`src/rtl/imu_disp_pkg.sv`:
```
// Shared definitions for the IMU channel display: mode encodings,
// saturating magnitude and a ceiling-log2 helper for parameter math.
package imu_disp_pkg;

    localparam logic [1:0] MODE_LIVE   = 2'd0;
    localparam logic [1:0] MODE_PEAK   = 2'd1;
    localparam logic [1:0] MODE_FREEZE = 2'd2;

    function automatic int clog2(input int n);
        int r;
        r = 0;
        for (int i = 0; i < 31; i++) begin
            if ((32'sd1 << i) < n) begin
                r = i + 1;
            end
        end
        return r;
    endfunction

    // x holds a w-bit two's complement value in its low bits; the most
    // negative value saturates to the largest positive magnitude.
    function automatic logic [63:0] abs_sat(input logic [63:0] x, input int w);
        logic [63:0] mask;
        logic [63:0] xm;
        logic [63:0] min_neg;
        mask    = (64'd1 << w) - 64'd1;
        xm      = x & mask;
        min_neg = 64'd1 << (w - 1);
        if ((xm & min_neg) == 64'd0) begin
            return xm;
        end else if (xm == min_neg) begin
            return min_neg - 64'd1;
        end else begin
            return (~xm + 64'd1) & mask;
        end
    endfunction

endpackage

```
`src/rtl/imu_channel_display_rise_edge.sv`:
```
// Rising-edge detector for a debounced button level; the history register
// resets high so a button held through reset produces no edge.
module rise_edge (
    input  logic i_clk,
    input  logic i_reset,
    input  logic i_btn,
    output logic o_edge
);

    logic r_prev;

    // Previous-cycle button level.
    always_ff @(posedge i_clk) begin
        if (i_reset) begin
            r_prev <= 1'b1;
        end else begin
            r_prev <= i_btn;
        end
    end

    assign o_edge = i_btn & ~r_prev;

endmodule

```
`src/rtl/imu_channel_display.sv`:
```
// Selects one signed IMU channel and shows its sign and magnitude on an LED
// bar, with LIVE, PEAK-hold and FREEZE display modes.
module imu_channel_display
    import imu_disp_pkg::*;
#(
    parameter  int NUM_CH = 6,
    parameter  int DATA_W = 16,
    parameter  int LED_W  = 8,
    localparam int SEL_W  = clog2(NUM_CH),
    localparam int LVL_W  = clog2(LED_W)
) (
    input  logic                       clk_50mhz,
    input  logic                       reset,
    input  logic                       btn_next,
    input  logic                       btn_mode,
    input  logic                       sample_valid,
    input  logic [NUM_CH*DATA_W-1:0]   samples,
    output logic [LED_W-1:0]           led,
    output logic [SEL_W-1:0]           sel_ch,
    output logic [1:0]                 mode
);

    logic              w_next_edge;
    logic              w_mode_edge;
    logic [SEL_W-1:0]  r_sel;
    logic [1:0]        r_mode;
    logic [1:0]        w_mode_nxt;
    logic [DATA_W-1:0] r_held;
    logic [DATA_W-1:0] w_held_nxt;
    logic [DATA_W-1:0] w_x;
    logic [DATA_W-2:0] w_mag_x;
    logic [DATA_W-2:0] w_mag_held;
    logic [LVL_W-1:0]  w_level;
    logic [LED_W-2:0]  w_bar;
    logic [LED_W-1:0]  r_led;

    rise_edge u_next_edge (
        .i_clk   (clk_50mhz),
        .i_reset (reset),
        .i_btn   (btn_next),
        .o_edge  (w_next_edge)
    );

    rise_edge u_mode_edge (
        .i_clk   (clk_50mhz),
        .i_reset (reset),
        .i_btn   (btn_mode),
        .o_edge  (w_mode_edge)
    );

    assign w_x        = samples[int'(r_sel)*DATA_W +: DATA_W];
    assign w_mag_x    = (DATA_W-1)'(abs_sat({{(64-DATA_W){1'b0}}, w_x}, DATA_W));
    assign w_mag_held = (DATA_W-1)'(abs_sat({{(64-DATA_W){1'b0}}, r_held}, DATA_W));
    assign w_level    = LVL_W'(w_mag_held >> (DATA_W - 1 - LVL_W));

    // Next mode: advance on a button edge, fall back to LIVE from the unused code.
    always_comb begin
        w_mode_nxt = MODE_LIVE;
        if (w_mode_edge) begin
            case (r_mode)
                MODE_LIVE: w_mode_nxt = MODE_PEAK;
                MODE_PEAK: w_mode_nxt = MODE_FREEZE;
                default:   w_mode_nxt = MODE_LIVE;
            endcase
        end else begin
            case (r_mode)
                MODE_LIVE, MODE_PEAK, MODE_FREEZE: w_mode_nxt = r_mode;
                default:                           w_mode_nxt = MODE_LIVE;
            endcase
        end
    end

    // Held value: channel change beats everything, then mode-entry rules, then capture.
    always_comb begin
        w_held_nxt = r_held;
        if (w_next_edge) begin
            w_held_nxt = '0;
        end else if (w_mode_edge && (w_mode_nxt == MODE_PEAK)) begin
            w_held_nxt = sample_valid ? w_x : '0;
        end else if (w_mode_edge && (w_mode_nxt == MODE_FREEZE)) begin
            w_held_nxt = r_held;
        end else if (sample_valid) begin
            case (w_mode_nxt)
                MODE_LIVE: w_held_nxt = w_x;
                MODE_PEAK: w_held_nxt = (w_mag_x > w_mag_held) ? w_x : r_held;
                default:   w_held_nxt = r_held;
            endcase
        end else begin
            w_held_nxt = r_held;
        end
    end

    // Thermometer bar: the lowest `level` LEDs light.
    always_comb begin
        w_bar = '0;
        for (int k = 0; k < LED_W - 1; k++) begin
            w_bar[k] = (k < int'(w_level));
        end
    end

    // State and output registers.
    always_ff @(posedge clk_50mhz) begin
        if (reset) begin
            r_sel  <= '0;
            r_mode <= MODE_LIVE;
            r_held <= '0;
            r_led  <= '0;
        end else begin
            if (w_next_edge) begin
                r_sel <= (r_sel == SEL_W'(NUM_CH - 1)) ? '0 : r_sel + SEL_W'(1);
            end else begin
                r_sel <= r_sel;
            end
            r_mode <= w_mode_nxt;
            r_held <= w_held_nxt;
            r_led  <= {r_held[DATA_W-1], w_bar};
        end
    end

    assign led    = r_led;
    assign sel_ch = r_sel;
    assign mode   = r_mode;

endmodule
```
`config.mk`:
```
export PLATFORM = sky130hd
export DESIGN_NAME = imu_channel_display
export DESIGN_NICKNAME = d
export VERILOG_FILES = /design/src/rtl/imu_disp_pkg.sv /design/src/rtl/imu_channel_display_rise_edge.sv /design/src/rtl/imu_channel_display.sv
export SDC_FILE = /design/constraint.sdc
export NUM_CORES = 1
export LEC_CHECK = 0
export BUFFER_PORTS_ARGS = -buffer_cell sky130_fd_sc_hd__buf_2
export CAP_MARGIN = 20
export CORE_AREA = 2 2 81 83
export DETAILED_ROUTE_END_ITERATION = 12
export DIE_AREA = 0 0 83 85
export PLACE_DENSITY_LB_ADDON = 0.25
export SYNTH_ARGS = -nofsm -noshare
export SYNTH_HDL_FRONTEND = slang
export SYNTH_SLANG_ARGS = --single-unit
export TNS_END_PERCENT = 50
```
`constraint.sdc`:
```
create_clock -name clk_50mhz -period 6.65 [get_ports clk_50mhz]
set_clock_uncertainty 0.1 [all_clocks]
set_input_delay 1.33 -clock clk_50mhz [delete_from_list [all_inputs] [get_ports clk_50mhz]]
set_output_delay 1.33 -clock clk_50mhz [all_outputs]
set_load 0.01 [all_outputs]
```
# Word-level counts from Yosys, hierarchy flattened
# Index checks and enable logic that the tools add are counted.
# totals
in_bits	101
register_bits	31
# op_classes
n_mux	14
n_shift	1
bitwise	6
order_cmp	8
eq_ne	9
reduce_logical	11
addsub	3
# op_table
op	count
64-bit logical NOT	2
96-bit by 8-bit indexed part select with 16-bit output	1
16-bit 2-to-1 mux	5
15-bit 2-to-1 mux	4
16-bit equality test (second input constant)	2
16-bit one-hot mux with 2 select lines	1
15-bit by 1-bit adder with 15-bit output (second input constant)	2
15-bit inverter	2
15-bit greater-than comparator	1
3-bit less-than comparator (first input constant)	3
1-bit by 3-bit less-than comparator with 1-bit output (first input constant)	2
2-bit by 3-bit less-than comparator with 1-bit output (first input constant)	2
2-bit by 1-bit equality test with 1-bit output (second input constant)	2
2-bit equality test (second input constant)	2
2-bit logical NOT	2
2-bit 2-to-1 mux	2
2-bit one-hot mux with 2 select lines	1
4-bit AND reduction	1
3-bit by 1-bit adder with 3-bit output (second input constant)	1
3-bit equality test (second input constant)	1
3-bit 2-to-1 mux	1
3-bit by 1-bit inequality test with 1-bit output (second input constant)	1
3-bit nonzero test	1
3-bit OR reduction	1
other kinds (6)	9

# Logic depth before layout (Yosys ltp)
# depth
word_depth	11
ltp_mapped	21
depth_no_buf	15

# Hierarchy
# From an unflattened synthesis, not the netlist that was laid out.
# hier_totals
hier_cells	376
area_unflattened_um2	3020.4
# by_module_without_submodules
module	cells_each	n_inst	area_per_inst_um2
imu_channel_display	370	1	2955.3
rise_edge	3	2	32.5

# Worst setup path after synthesis
# No wires, ideal clock.
# synth_timing
kind	in2reg
from	in samples[49]
to	reg r_held[6]
t_arrival_ns	4.789
n_path_buf	2
t_required_ns	6.417
cell_stages	16
path_slack_ns	1.628
cell_sequence	mux4_2 a21oi_1 ha_1 and4b_1 nand3_4 or2_1 buf_6 a22oi_4 ha_1 nor2b_1 o21ai_0 a21oi_1 o31ai_1 o2111a_1 clkbuf_1 o32ai_1
# synth_between
elab_chain_len	8
# synth_lines
item	line_no	rtl
start: declaration	imu_channel_display.sv:17	input logic [NUM_CH*DATA_W-1:0] samples,
96-bit by 8-bit indexed part select with 16-bit output (*)	imu_channel_display.sv:51	assign w_x = samples[int'(r_sel)*DATA_W +: DATA_W];
15-bit inverter	imu_disp_pkg.sv:34	return (~xm + 64'd1) & mask;
15-bit by 1-bit adder with 15-bit output	imu_disp_pkg.sv:34	
15-bit 2-to-1 mux	imu_disp_pkg.sv:31	end else if (xm == min_neg) begin
15-bit 2-to-1 mux (*)	imu_disp_pkg.sv:29	if ((xm & min_neg) == 64'd0) begin
15-bit greater-than comparator (*)	imu_channel_display.sv:85	MODE_PEAK: w_held_nxt = (w_mag_x > w_mag_held) ? w_x : r_held;
3-bit by 1-bit inequality test with 1-bit output (no source line) (*)	--	
4-bit AND reduction (no source line) (*)	--	
end signal: assignment	imu_channel_display.sv:115	r_held <= w_held_nxt;
end: declaration	imu_channel_display.sv:28	logic [DATA_W-1:0] r_held;
# Every way passes the cells marked *; elsewhere a longest branch is shown, timed or not.
# A chain may end at the register's enable or synchronous reset.

# Worst setup path after layout
# layout_timing
from	in samples[49]
to	reg r_held[1]
# layout_between
elab_chain_len	8
# layout_lines
item	line_no
96-bit by 8-bit indexed part select with 16-bit output (*)	imu_channel_display.sv:51
15-bit inverter	imu_disp_pkg.sv:34
15-bit by 1-bit adder with 15-bit output	imu_disp_pkg.sv:34
15-bit 2-to-1 mux	imu_disp_pkg.sv:31
15-bit 2-to-1 mux	imu_disp_pkg.sv:29
15-bit greater-than comparator	imu_channel_display.sv:85
3-bit by 1-bit inequality test with 1-bit output (no source line)	--
4-bit AND reduction (no source line)	--
# Every way passes the cells marked *; elsewhere a longest branch is shown, timed or not. The select of a mux whose other input is x is not followed.

==> out/metrics.yaml <==
drt:
  viasPerCell: 6.226
  firstDrtPassIters: 5
  routedWlPerCell_um: 16.80
  wl_met3_um: 589
  dr_wl_met2_um: 4891
  drtIter0Drc: 264
  routed.top_layer: "met4"
  wl_um: 9742
  wl_met1_um: 4122
  dr_total_vias: 3611
  drc: 0
  ant_nets: 0
synthesis:
  yosysTopAreaCell: "dfxtp_1"
  synth_commonest_cells: "nor2_1 (43), dfxtp_1 (31), a21oi_1 (24)"
  ys_seq_area_frac: 0.1831
  syn_avg_cell_area_um2: 8.474
  syn-cell-area_um2: 3390
  syn_inst: 400
  ys_async_sr_fraction: 0
  syn_nets: 518
  ys_ff_latch: 31
  synthFlopType: "dfxtp_1"
  yosysMostFrequentCell: "nor2_1"
  synth.distinct_cells: 70
  synth-edff-count: 0
  synth_top_area_share: 0.1831
  ys_warn_count: 0
  synth.top_cells.by_area: "dfxtp_1 (18%), ha_1 (6.3%), mux4_2 (6.0%), mux2i_1 (5.9%), nor2_1 (4.8%)"
clock_network:
  htree_levels: 2
  cts.sinks: 31
  post-cts-setup-buffers: 0
  cts_buffer_depth: 2
  clock-root-buffer: "clkbuf_8"
  clk_latency_ns: 0.28
  hold_buffers: 0
  cts_resized: 0
  path_clk_slew_ns: 0.07
  cts_tree: "yes"
  cts_made_buffers: 5
place:
  hpwl_um: 7723
  port_buffers: 113
  place_congestion: 0.9112
  place_area_um2: 3959
sta:
  finalHoldViolCount: 0
  rsz0062_at_grt: "no"
  finalCritPeriodShare: 0.8209
  max_freq_ghz: 0.1832
  relSlewSlack: 0.5184
  worstMarginPinSlew_ns: 0.7225
  setup_viol: 0
  fin_setup_tns_ns: 0
  finalCriticalPeriod_ns: 5.459
  final_max_slew_viol_count: 0
worst_setup_path:
  crit_path_max_fanout: 16
  crit_buf_inv: 1
  cp-end-kind: "register"
  crit_path_start_kind: "input pin"
  crit_arrival_ns: 5.50
  path_delay_family: "compound AO/OA/AOI/OAI gates"
  cp_data_required_time_ns: 6.69
  slowest_stage: "o2111a_1"
  critical_path_class: "in -> reg"
  slowest_delay_ns: 0.66
  path_cells: "buf_2 > mux4_2 > a21oi_1 > ha_1 > and4b_1 > nand3_4 > or2_1 > a22oi_4 > ha_1 > nor2b_1 > o21ai_0 > a21oi_1 > o31ai_1 > o2111a_1 > o32ai_1"
cells_and_area:
  diodes: 0
  nNetsFinal: 620
  multi_input_area_um2: 2547
  design_area_um2: 4071
  drive_gt1_frac: 0.3241
  num-fill-cells: 565
  area_growth_pct: 20.12
  seq_area_um2: 621.8
power_and_ir_drop:
  vdd.ir_drop.worst_v: 0.0001923
  finalPower_uw: 850.8
  power-per-cell-area_nw_per_um2: 209.0
  p_leak_nw: 1.685
floorplanning:
  num_io_pins: 114
  core_um2: 6205
  rows: 29
  design.die.area_um2: 7055
  start_util: 0.5463
  die_h_um: 85
  die_w_um: 83
global_route:
  antenna_found_initial: 0
  grt-ovfl-total: 0
  grt_pass1_wl_um: 16230
  gr-usage-all-layers: 0.2757
  grt_max_degree: 39
  grt_pass1_vias: 3540
job:
  drv_cap: 0
status:
  status: "complete, no violations"
min_path:
  hp-class: "reg -> reg"
state kept, by name, summed over array words and instances (netlist names):
signal and cells:
led 8, mode 2, r_held 16, sel_ch 3
u_mode_edge.r_prev 1, u_next_edge.r_prev 1
placed cells by master (no fill, tap or decap), drive strengths merged, types with 7 or more instances in the layout:
cell type / count
o21ai: 14
nand4: 8
nor2b: 7
buf: 119
nand2: 13
a21o: 7
mux2i: 20
dfxtp: 31
nor3: 10
mux4: 12
o32ai: 17
nor2: 43
inv: 21
ha: 17
nand3: 12
xnor2: 15
a21oi: 24
mux2: 15
area by class of cell:
type                            instances  area share
Tap cell                               77     0.02366
Clock buffer                            5     0.01690
Sequential cell                        31      0.1527
Inverter                               22     0.02028
Clock inverter                          3     0.01076
Timing Repair Buffer                  119      0.1500
Multi-Input combinational cell        323      0.6257
path summary, 6_finish.rpt:
check,from,end,slack [ns],depth (start not counted)
setup / recovery,samples[49],r_held[1]$_SDFFE_PP0P_,1.19,15
hold / removal,r_held[4]$_SDFFE_PP0P_,r_held[4]$_SDFFE_PP0P_,0.39,2
setup reg to reg,sel_ch[0]$_SDFFE_PP0P_,r_held[1]$_SDFFE_PP0P_,1.39,14
hold reg to reg,r_held[4]$_SDFFE_PP0P_,r_held[4]$_SDFFE_PP0P_,0.39,2
worst min-delay path: stages, from the launching register on:
cell,delay (ns)
dfxtp_1,0.34
inv_1,0.06
o32ai_1,0.05
metrics by stage:
stage / hold WS [ns] / instances / utilization / worst slack [ns]
final: 0.3949 / 580 / 0.6562 / 1.191
after floorplan: 0.3591 / 400 / - / 1.628
after detailed placement: 0.3901 / 572 / 0.6380 / 0.9599
after global placement: 0.3711 / 572 / 0.6380 / 1.136
after global routing: 0.4300 / 580 / 0.6562 / 0.8788
after CTS: 0.4013 / 580 / 0.6562 / 1.244
metal layers:
metal	vias up	GRT usage
li1	1743	-
met1	1730	0.3426
met2	120	0.4934
met3	18	0.05545
met4	0	0.06408
met5	-	0
power by group:
part | total (mW) | internal, mW | switching, mW
combinational | 0.418 | 0.190 | 0.228
sequential | 0.246 | 0.215 | 0.0310
clock | 0.187 | 0.111 | 0.0756
total | 0.851 | 0.516 | 0.335
logic make-up after synthesis:
| group | synth area share |
|---|---|
| compound gates | 0.2466 |
| xor+xnor | 0.05168 |
| fa+ha+maj | 0.06275 |
| buf+inv | 0.06534 |
| flops | 0.1831 |
| mux | 0.1920 |
| simple gates | 0.1986 |
Note: power is estimated with default switching activity, not from simulation.
